`src/rtl/fir_tap_sequencer.sv`:
```
`default_nettype none
// ---------------------------------------------------------------------------
// fir_tap_sequencer : sample write + tap address walk for a shared-MAC FIR
// Revision 1.0
// ---------------------------------------------------------------------------
module fir_tap_sequencer #(
  parameter int WIDTH   = 16,
  parameter int TAPS    = 32,
  parameter int MAC_LAT = 2,
  localparam int AW     = $clog2(TAPS)
) (
  input  logic             clk,
  input  logic             rst_n,
  input  logic             en,
  input  logic [WIDTH-1:0] input_sig,
  input  logic             ready,
  input  logic             clr_overrun,
  output logic             smp_we,
  output logic [AW-1:0]    smp_waddr,
  output logic [WIDTH-1:0] smp_wdata,
  output logic [AW-1:0]    smp_raddr,
  output logic [AW-1:0]    coef_addr,
  output logic             mac_en,
  output logic             mac_clr,
  output logic             res_valid,
  output logic             busy,
  output logic             overrun
);

  typedef enum logic [2:0] {
    S_IDLE  = 3'd0,
    S_WRITE = 3'd1,
    S_MAC   = 3'd2,
    S_DRAIN = 3'd3,
    S_DONE  = 3'd4
  } state_t;

  localparam logic [AW-1:0] K_LAST     = AW'(TAPS - 1);
  localparam logic [2:0]    DRAIN_LAST = 3'((MAC_LAT == 0) ? 0 : MAC_LAT - 1);

  state_t           state_q, state_d;
  logic [AW-1:0]    wr_ptr_q, wr_ptr_d;
  logic [2:0]       drain_q, drain_d;
  logic             smp_we_q, smp_we_d;
  logic [AW-1:0]    smp_waddr_q, smp_waddr_d;
  logic [WIDTH-1:0] smp_wdata_q, smp_wdata_d;
  logic [AW-1:0]    smp_raddr_q, smp_raddr_d;
  logic [AW-1:0]    coef_addr_q, coef_addr_d;
  logic             mac_en_q, mac_en_d;
  logic             mac_clr_q, mac_clr_d;
  logic             res_valid_q, res_valid_d;
  logic             busy_q, busy_d;
  logic             overrun_q, overrun_d;

  // All outputs are registered, so each is computed from the state being entered.
  // coef_addr doubles as the tap counter k.
  always_comb begin
    state_d     = state_q;
    wr_ptr_d    = wr_ptr_q;
    drain_d     = drain_q;
    smp_we_d    = 1'b0;
    smp_waddr_d = smp_waddr_q;
    smp_wdata_d = smp_wdata_q;
    smp_raddr_d = smp_raddr_q;
    coef_addr_d = coef_addr_q;
    mac_en_d    = 1'b0;
    mac_clr_d   = 1'b0;
    res_valid_d = 1'b0;

    case (state_q)
      S_IDLE: begin
        if (en && ready) begin
          state_d     = S_WRITE;
          smp_we_d    = 1'b1;
          smp_waddr_d = wr_ptr_q;
          smp_wdata_d = input_sig;
        end
      end
      S_WRITE: begin
        state_d     = S_MAC;
        mac_en_d    = 1'b1;
        mac_clr_d   = 1'b1;
        coef_addr_d = '0;
        smp_raddr_d = wr_ptr_q;
      end
      S_MAC: begin
        if (coef_addr_q == K_LAST) begin
          drain_d = '0;
          if (MAC_LAT == 0) begin
            state_d     = S_DONE;
            res_valid_d = 1'b1;
          end else begin
            state_d = S_DRAIN;
          end
        end else begin
          mac_en_d    = 1'b1;
          coef_addr_d = coef_addr_q + 1'b1;
          // Explicit wrap keeps non-power-of-2 lengths inside the delay line.
          smp_raddr_d = (smp_raddr_q == '0) ? K_LAST : smp_raddr_q - 1'b1;
        end
      end
      S_DRAIN: begin
        if (drain_q == DRAIN_LAST) begin
          state_d     = S_DONE;
          res_valid_d = 1'b1;
        end else begin
          drain_d = drain_q + 1'b1;
        end
      end
      S_DONE: begin
        state_d  = S_IDLE;
        wr_ptr_d = (wr_ptr_q == K_LAST) ? '0 : wr_ptr_q + 1'b1;
      end
      default: state_d = S_IDLE;
    endcase

    if ((state_q != S_IDLE) && en && ready) begin
      overrun_d = 1'b1;
    end else if (clr_overrun) begin
      overrun_d = 1'b0;
    end else begin
      overrun_d = overrun_q;
    end

    busy_d = (state_d != S_IDLE);
  end

  always_ff @(posedge clk) begin
    if (!rst_n) begin
      state_q     <= S_IDLE;
      wr_ptr_q    <= '0;
      drain_q     <= '0;
      smp_we_q    <= 1'b0;
      smp_waddr_q <= '0;
      smp_wdata_q <= '0;
      smp_raddr_q <= '0;
      coef_addr_q <= '0;
      mac_en_q    <= 1'b0;
      mac_clr_q   <= 1'b0;
      res_valid_q <= 1'b0;
      busy_q      <= 1'b0;
      overrun_q   <= 1'b0;
    end else begin
      state_q     <= state_d;
      wr_ptr_q    <= wr_ptr_d;
      drain_q     <= drain_d;
      smp_we_q    <= smp_we_d;
      smp_waddr_q <= smp_waddr_d;
      smp_wdata_q <= smp_wdata_d;
      smp_raddr_q <= smp_raddr_d;
      coef_addr_q <= coef_addr_d;
      mac_en_q    <= mac_en_d;
      mac_clr_q   <= mac_clr_d;
      res_valid_q <= res_valid_d;
      busy_q      <= busy_d;
      overrun_q   <= overrun_d;
    end
  end

  assign smp_we    = smp_we_q;
  assign smp_waddr = smp_waddr_q;
  assign smp_wdata = smp_wdata_q;
  assign smp_raddr = smp_raddr_q;
  assign coef_addr = coef_addr_q;
  assign mac_en    = mac_en_q;
  assign mac_clr   = mac_clr_q;
  assign res_valid = res_valid_q;
  assign busy      = busy_q;
  assign overrun   = overrun_q;

endmodule
`default_nettype wire

```
`config.mk`:
```
export PLATFORM = sky130hd
export DESIGN_NAME = fir_tap_sequencer
export DESIGN_NICKNAME = d
export VERILOG_FILES = /design/src/rtl/fir_tap_sequencer.sv
export SDC_FILE = /design/constraint.sdc
export NUM_CORES = 1
export LEC_CHECK = 0
export BUFFER_PORTS_ARGS = -buffer_cell sky130_fd_sc_hd__buf_2
export CAP_MARGIN = 20
export CELL_PAD_IN_SITES_DETAIL_PLACEMENT = 0
export CELL_PAD_IN_SITES_GLOBAL_PLACEMENT = 1
export CORE_ASPECT_RATIO = 1.5
export CORE_MARGIN = 1.5
export CORE_UTILIZATION = 41
export DETAILED_ROUTE_END_ITERATION = 16
export PLACE_DENSITY = 0.86
export SLEW_MARGIN = 20
export SYNTH_ARGS = -nofsm -noshare
export SYNTH_HDL_FRONTEND = slang
export SYNTH_SLANG_ARGS = --single-unit
export TNS_END_PERCENT = 20
```
`constraint.sdc`:
```
create_clock -name clk -period 3.2 [get_ports clk]
set_input_delay 0.48 -clock clk [delete_from_list [all_inputs] [get_ports clk]]
set_output_delay 0.48 -clock clk [all_outputs]
set_load 0.01 [all_outputs]
```
; ---- Word-level counts from Yosys, hierarchy flattened
; Index checks and enable logic that the tools add are counted.
[word_totals]
reg_bits = 48
[op_classes]
add_sub_neg = 4
eq_ne = 10
mux = 20
n_reduce_logical = 15
[ops]
columns = op, count
row1 = $mux W5, 4
row2 = $pmux W5 S2, 2
row3 = $mux W3, 5
row4 = $pmux W3 S4, 1
row5 = $add A5 B1 Y5 const B, 2
row6 = $eq A5 B5 Y1 const B, 2
row7 = $reduce_and A2 Y1, 4
row8 = $eq A3 B1 Y1 const B, 2
row9 = $eq A3 B2 Y1 const B, 2
row10 = $mux W1, 6
row11 = $ne A2 B2 Y1 const B, 3
row12 = $pmux W3 S2, 1
row13 = $reduce_bool A2 Y1, 3
row14 = $reduce_bool A3 Y1, 2
row15 = $logic_not A5 Y1, 1
row16 = $sub A5 B1 Y5 const B, 1
row17 = $add A3 B1 Y3 const B, 1
row18 = $eq A3 B3 Y1 const B, 1
row19 = $logic_and A1 B1 Y1, 3
row20 = $logic_not A3 Y1, 1
row21 = $reduce_and A3 Y1, 1
row22 = $pmux W1 S2, 1

; ---- Depth between registers and ports, before layout
[logic_depth]
ltp_word = 4
ltp_mapped = 7
ltp_nobuf = 7

; ---- Least setup slack after synthesis
; No wires, ideal clock.
[synth_timing]
path_type = reg2reg
startpoint = register coef_addr_q[0], in the netlist coef_addr[0]
endpoint = register coef_addr_q[1], in the netlist coef_addr[1]
setup_ns = 0.118
t_arrival_ns = 1.697
setup_slack_ns = 1.384
stages_incl_launch_ff = 8
period_less_slack_ns = 1.816
path_cell_list = dfxtp_1 ha_1 and3_1 ha_1 nor4b_4 nor2_1 a22oi_1 nor2b_1
[synth_between]
elab_chain_len = 3
[synth_rtl]
columns = item, line_no
row1 = from (decl), 48  ; logic [AW-1:0] coef_addr_q, coef_addr_d;
row2 = from (signal assigned), 151  ; coef_addr_q <= coef_addr_d;
row3 = $add A5 B1 Y5 or $eq A5 B5 Y1 (tied branches), "97, 87"
row4 = $mux W5 or $ne A2 B2 Y1 (tied branches), --
row5 = $pmux W5 S2 or $reduce_and A2 Y1 (tied branches), --
; Several ways; a longest one is shown, not always the timed one. The select of a mux whose other input is x is not followed.
; A chain may end at the register's enable or synchronous reset.

; ---- Worst setup path in the final report
[layout_timing]
startpoint = register coef_addr_q[0], in the netlist coef_addr[0]
endpoint = register coef_addr_q[4], in the netlist coef_addr[4]
; Same word-level chain as after synthesis.

==> flow_metrics.tcl <==
set metrics [dict create \
    status "complete, no violations" \
    synth.distinct_cells 43 \
    synth.area.top_cells "dfxtp_1, nand2_1, a21boi_0" \
    holdBufCountCts 0 \
    io_pins 58 \
    wirelength_um 4357 \
    cts_buffer_depth 2 \
    grt_max_degree 47 \
    io_buffers 57 \
    swShare 0.2525 \
    grt_pass1_vias 1670 \
    root_buffer "clkbuf_8" \
    ir_worst_vdd_v 0.0002573 \
    timing.final.crit_share 0.6194 \
    die_w_um 61.55 \
    endpoint_kind "flip-flop" \
    antenna_left 0 \
    power_switching_w 0.0002825 \
    yosysWarnings 0 \
    cts_setup_buffers 0 \
    num_rows 31 \
    powerDensity_nw_per_um2 446.4 \
    dr_total_vias 1788 \
    required_ns 3.39 \
    dp_hpwl_um 3107 \
    final_common_cell "buf_2" \
    post_drt_wl_per_cell_um 12.17 \
    overflow 0 \
    async_flop_share 0 \
    clock_sinks 48 \
    dieHeight_um 90.83 \
    drt_iter0_drc 67 \
    drc 0 \
    area_growth_pct 18.87 \
    path_clk_slew_ns 0.09 \
    yosysTopAreaCellShare 0.4558 \
    leakage_nw 1.078 \
    grt_setup_unrepaired "false" \
    layout-drive-gt1-share 0.2466 \
    drv_slew 0 \
    combPwrFrac 0.098 \
    initial_core_util 0.4314 \
    n_antenna_cell 0 \
    fillers 503 \
    dieArea_um2 5590 \
    synth_enable_flop_cells 0 \
    worstPathMaxFanout 6 \
    final_cell_mix "buf_2, nand2_1, dfxtp_1" \
    core_area_um2 4887 \
    skew_ns 0.008077 \
    synth_nets 269 \
    place_area_um2 2409 \
    worstSetupPathType "flip-flop to flip-flop" \
    cts_buffers 5 \
    setup_violations 0 \
    startpoint "coef_addr[0]" \
    firstDrtPassIters 4 \
    internal_power_w 0.0008361 \
    ctsResizeCount 0 \
    hold_path_class "input port to flip-flop" \
    p_clk_frac 0.340 \
    worstPathArrival_ns 2.17 \
    fin_area_um2 2506 \
    rr_startpoint "coef_addr[0]" \
    cap_violations 0 \
    cts_tree "built" \
    worst_pin_slew_ns 0.8605 \
    setup_tns_ns 0 \
    grt_use_total 0.1654 \
    yosysTopAreaCell "dfxtp_1" \
    start_kind "flip-flop" \
    hold_viol 0 \
    place.gp.congestion 0.7834 \
    clock_latency_ns 0.30 \
    syn_area_um2 2108 \
    ys.flop_type "dfxtp_1" \
    cts_htree_levels 2 \
    synth.avg_cell_area_um2 8.748 \
    synth-seq-cells 48 \
    grt_pass1_wl_um 7203 \
    timing.final.crit_period_ns 1.982 \
    antenna_found_initial 0 \
    viasPerCell 4.994 \
    fmax_mhz 504.5 \
    maxSlewHeadroom 0.4247 \
    power_frac_seq 0.562 \
    holdCritStartpoint "input_sig[13]" \
    finalNetCount 319 \
    ys_seq_area_frac 0.4558 \
    synth_cells 241 \
    whs_ns 0.4002 \
]
[synth_stat cells (3+ instances only)]
master and n:
a21boi_0 19, a21boi_1 7, a21oi_1 8, and2_1 4, and3_1 3, buf_2 6
clkbuf_1 6, dfxtp_1 48, ha_1 7, inv_1 5, nand2_1 52, nand2b_1 4
nand3_1 9, nor2_1 8, nor2b_1 6, nor3_1 3, o21ai_0 5, o21ai_1 4
o22ai_1 3, or3b_1 3
[final timing paths]
check | endpoint | slack [ns] | cells after the start
worst max-delay path | coef_addr[4] | 1.22 | 7
worst min-delay path | smp_wdata[13] | 0.40 | 3
worst max register to register | coef_addr[4] | 1.22 | 7
worst min register to register | smp_wdata[12] | 0.45 | 2
[registers in the layout, indices dropped and copies added, names as in the netlist, 3 cells and up]
name	count
state_q	3
wr_ptr_q	5
smp_waddr	5
smp_wdata	16
drain_q	3
smp_raddr	5
coef_addr	5
[power by group through the flow]
stage	combinational (W)	clock (W)	sequential [W]
2_1_floorplan	0.0000672	0	0.000647
3_3_place_gp	0.000112	0	0.000642
3_5_place_dp	0.000112	0	0.000643
4_1_cts	0.000113	0.000389	0.000629
5_1_grt	0.000124	0.000416	0.000632
6_report	0.000110	0.000380	0.000628
[cells by family after synthesis]
logic type                 synth area share
DFF                                  0.4558
xor gates and xnor gates            0.01247
muxes                              0.004748
adders and majority gates           0.04154
buffers and inverters               0.04095
AOI/OAI and AO/OA                    0.1887
and+or+nand+nor                      0.2558
[per-stage QoR]
step                utilization  instances  power [W]  setup WS [ns]
floorplan                     -        241  0.0007139          1.384
global placement         0.4928        350  0.0007536          1.285
detailed placement       0.4928        350  0.0007549          1.236
CTS                      0.5128        358   0.001130          1.227
global route             0.5128        358   0.001172          1.032
finish                   0.5128        358   0.001119          1.218
[area by class of cell]
type	instances	area, um2	area share
inverters	5	18.77	0.007489
clock inverters	2	15.01	0.005991
clock buffers	6	82.58	0.03295
multi-input cells	174	1061	0.4234
repair buffers	57	285.3	0.1138
flip-flops and latches	48	960.9	0.3834
well taps	66	82.58	0.03295
[metal layers]
| metal | up-vias | part of all wire | track usage |
|---|---|---|---|
| met4 | 0 | 0.015 | 0.05851 |
| met3 | 6 | 0.042 | 0.04011 |
| met2 | 44 | 0.50 | 0.2921 |
| met1 | 813 | 0.44 | 0.1815 |
| li1 | 925 | - | - |
| met5 | - | 0 | 0 |
[worst max-delay path, stage by stage, from the launching register on]
cell and delay, ns:
dfxtp_1 0.35, ha_1 0.22, and3_1 0.18, ha_1 0.29
nor4b_4 0.37, nor2_1 0.19, a22oi_1 0.20, nor2b_1 0.07
(Power assumes the default switching activity.)
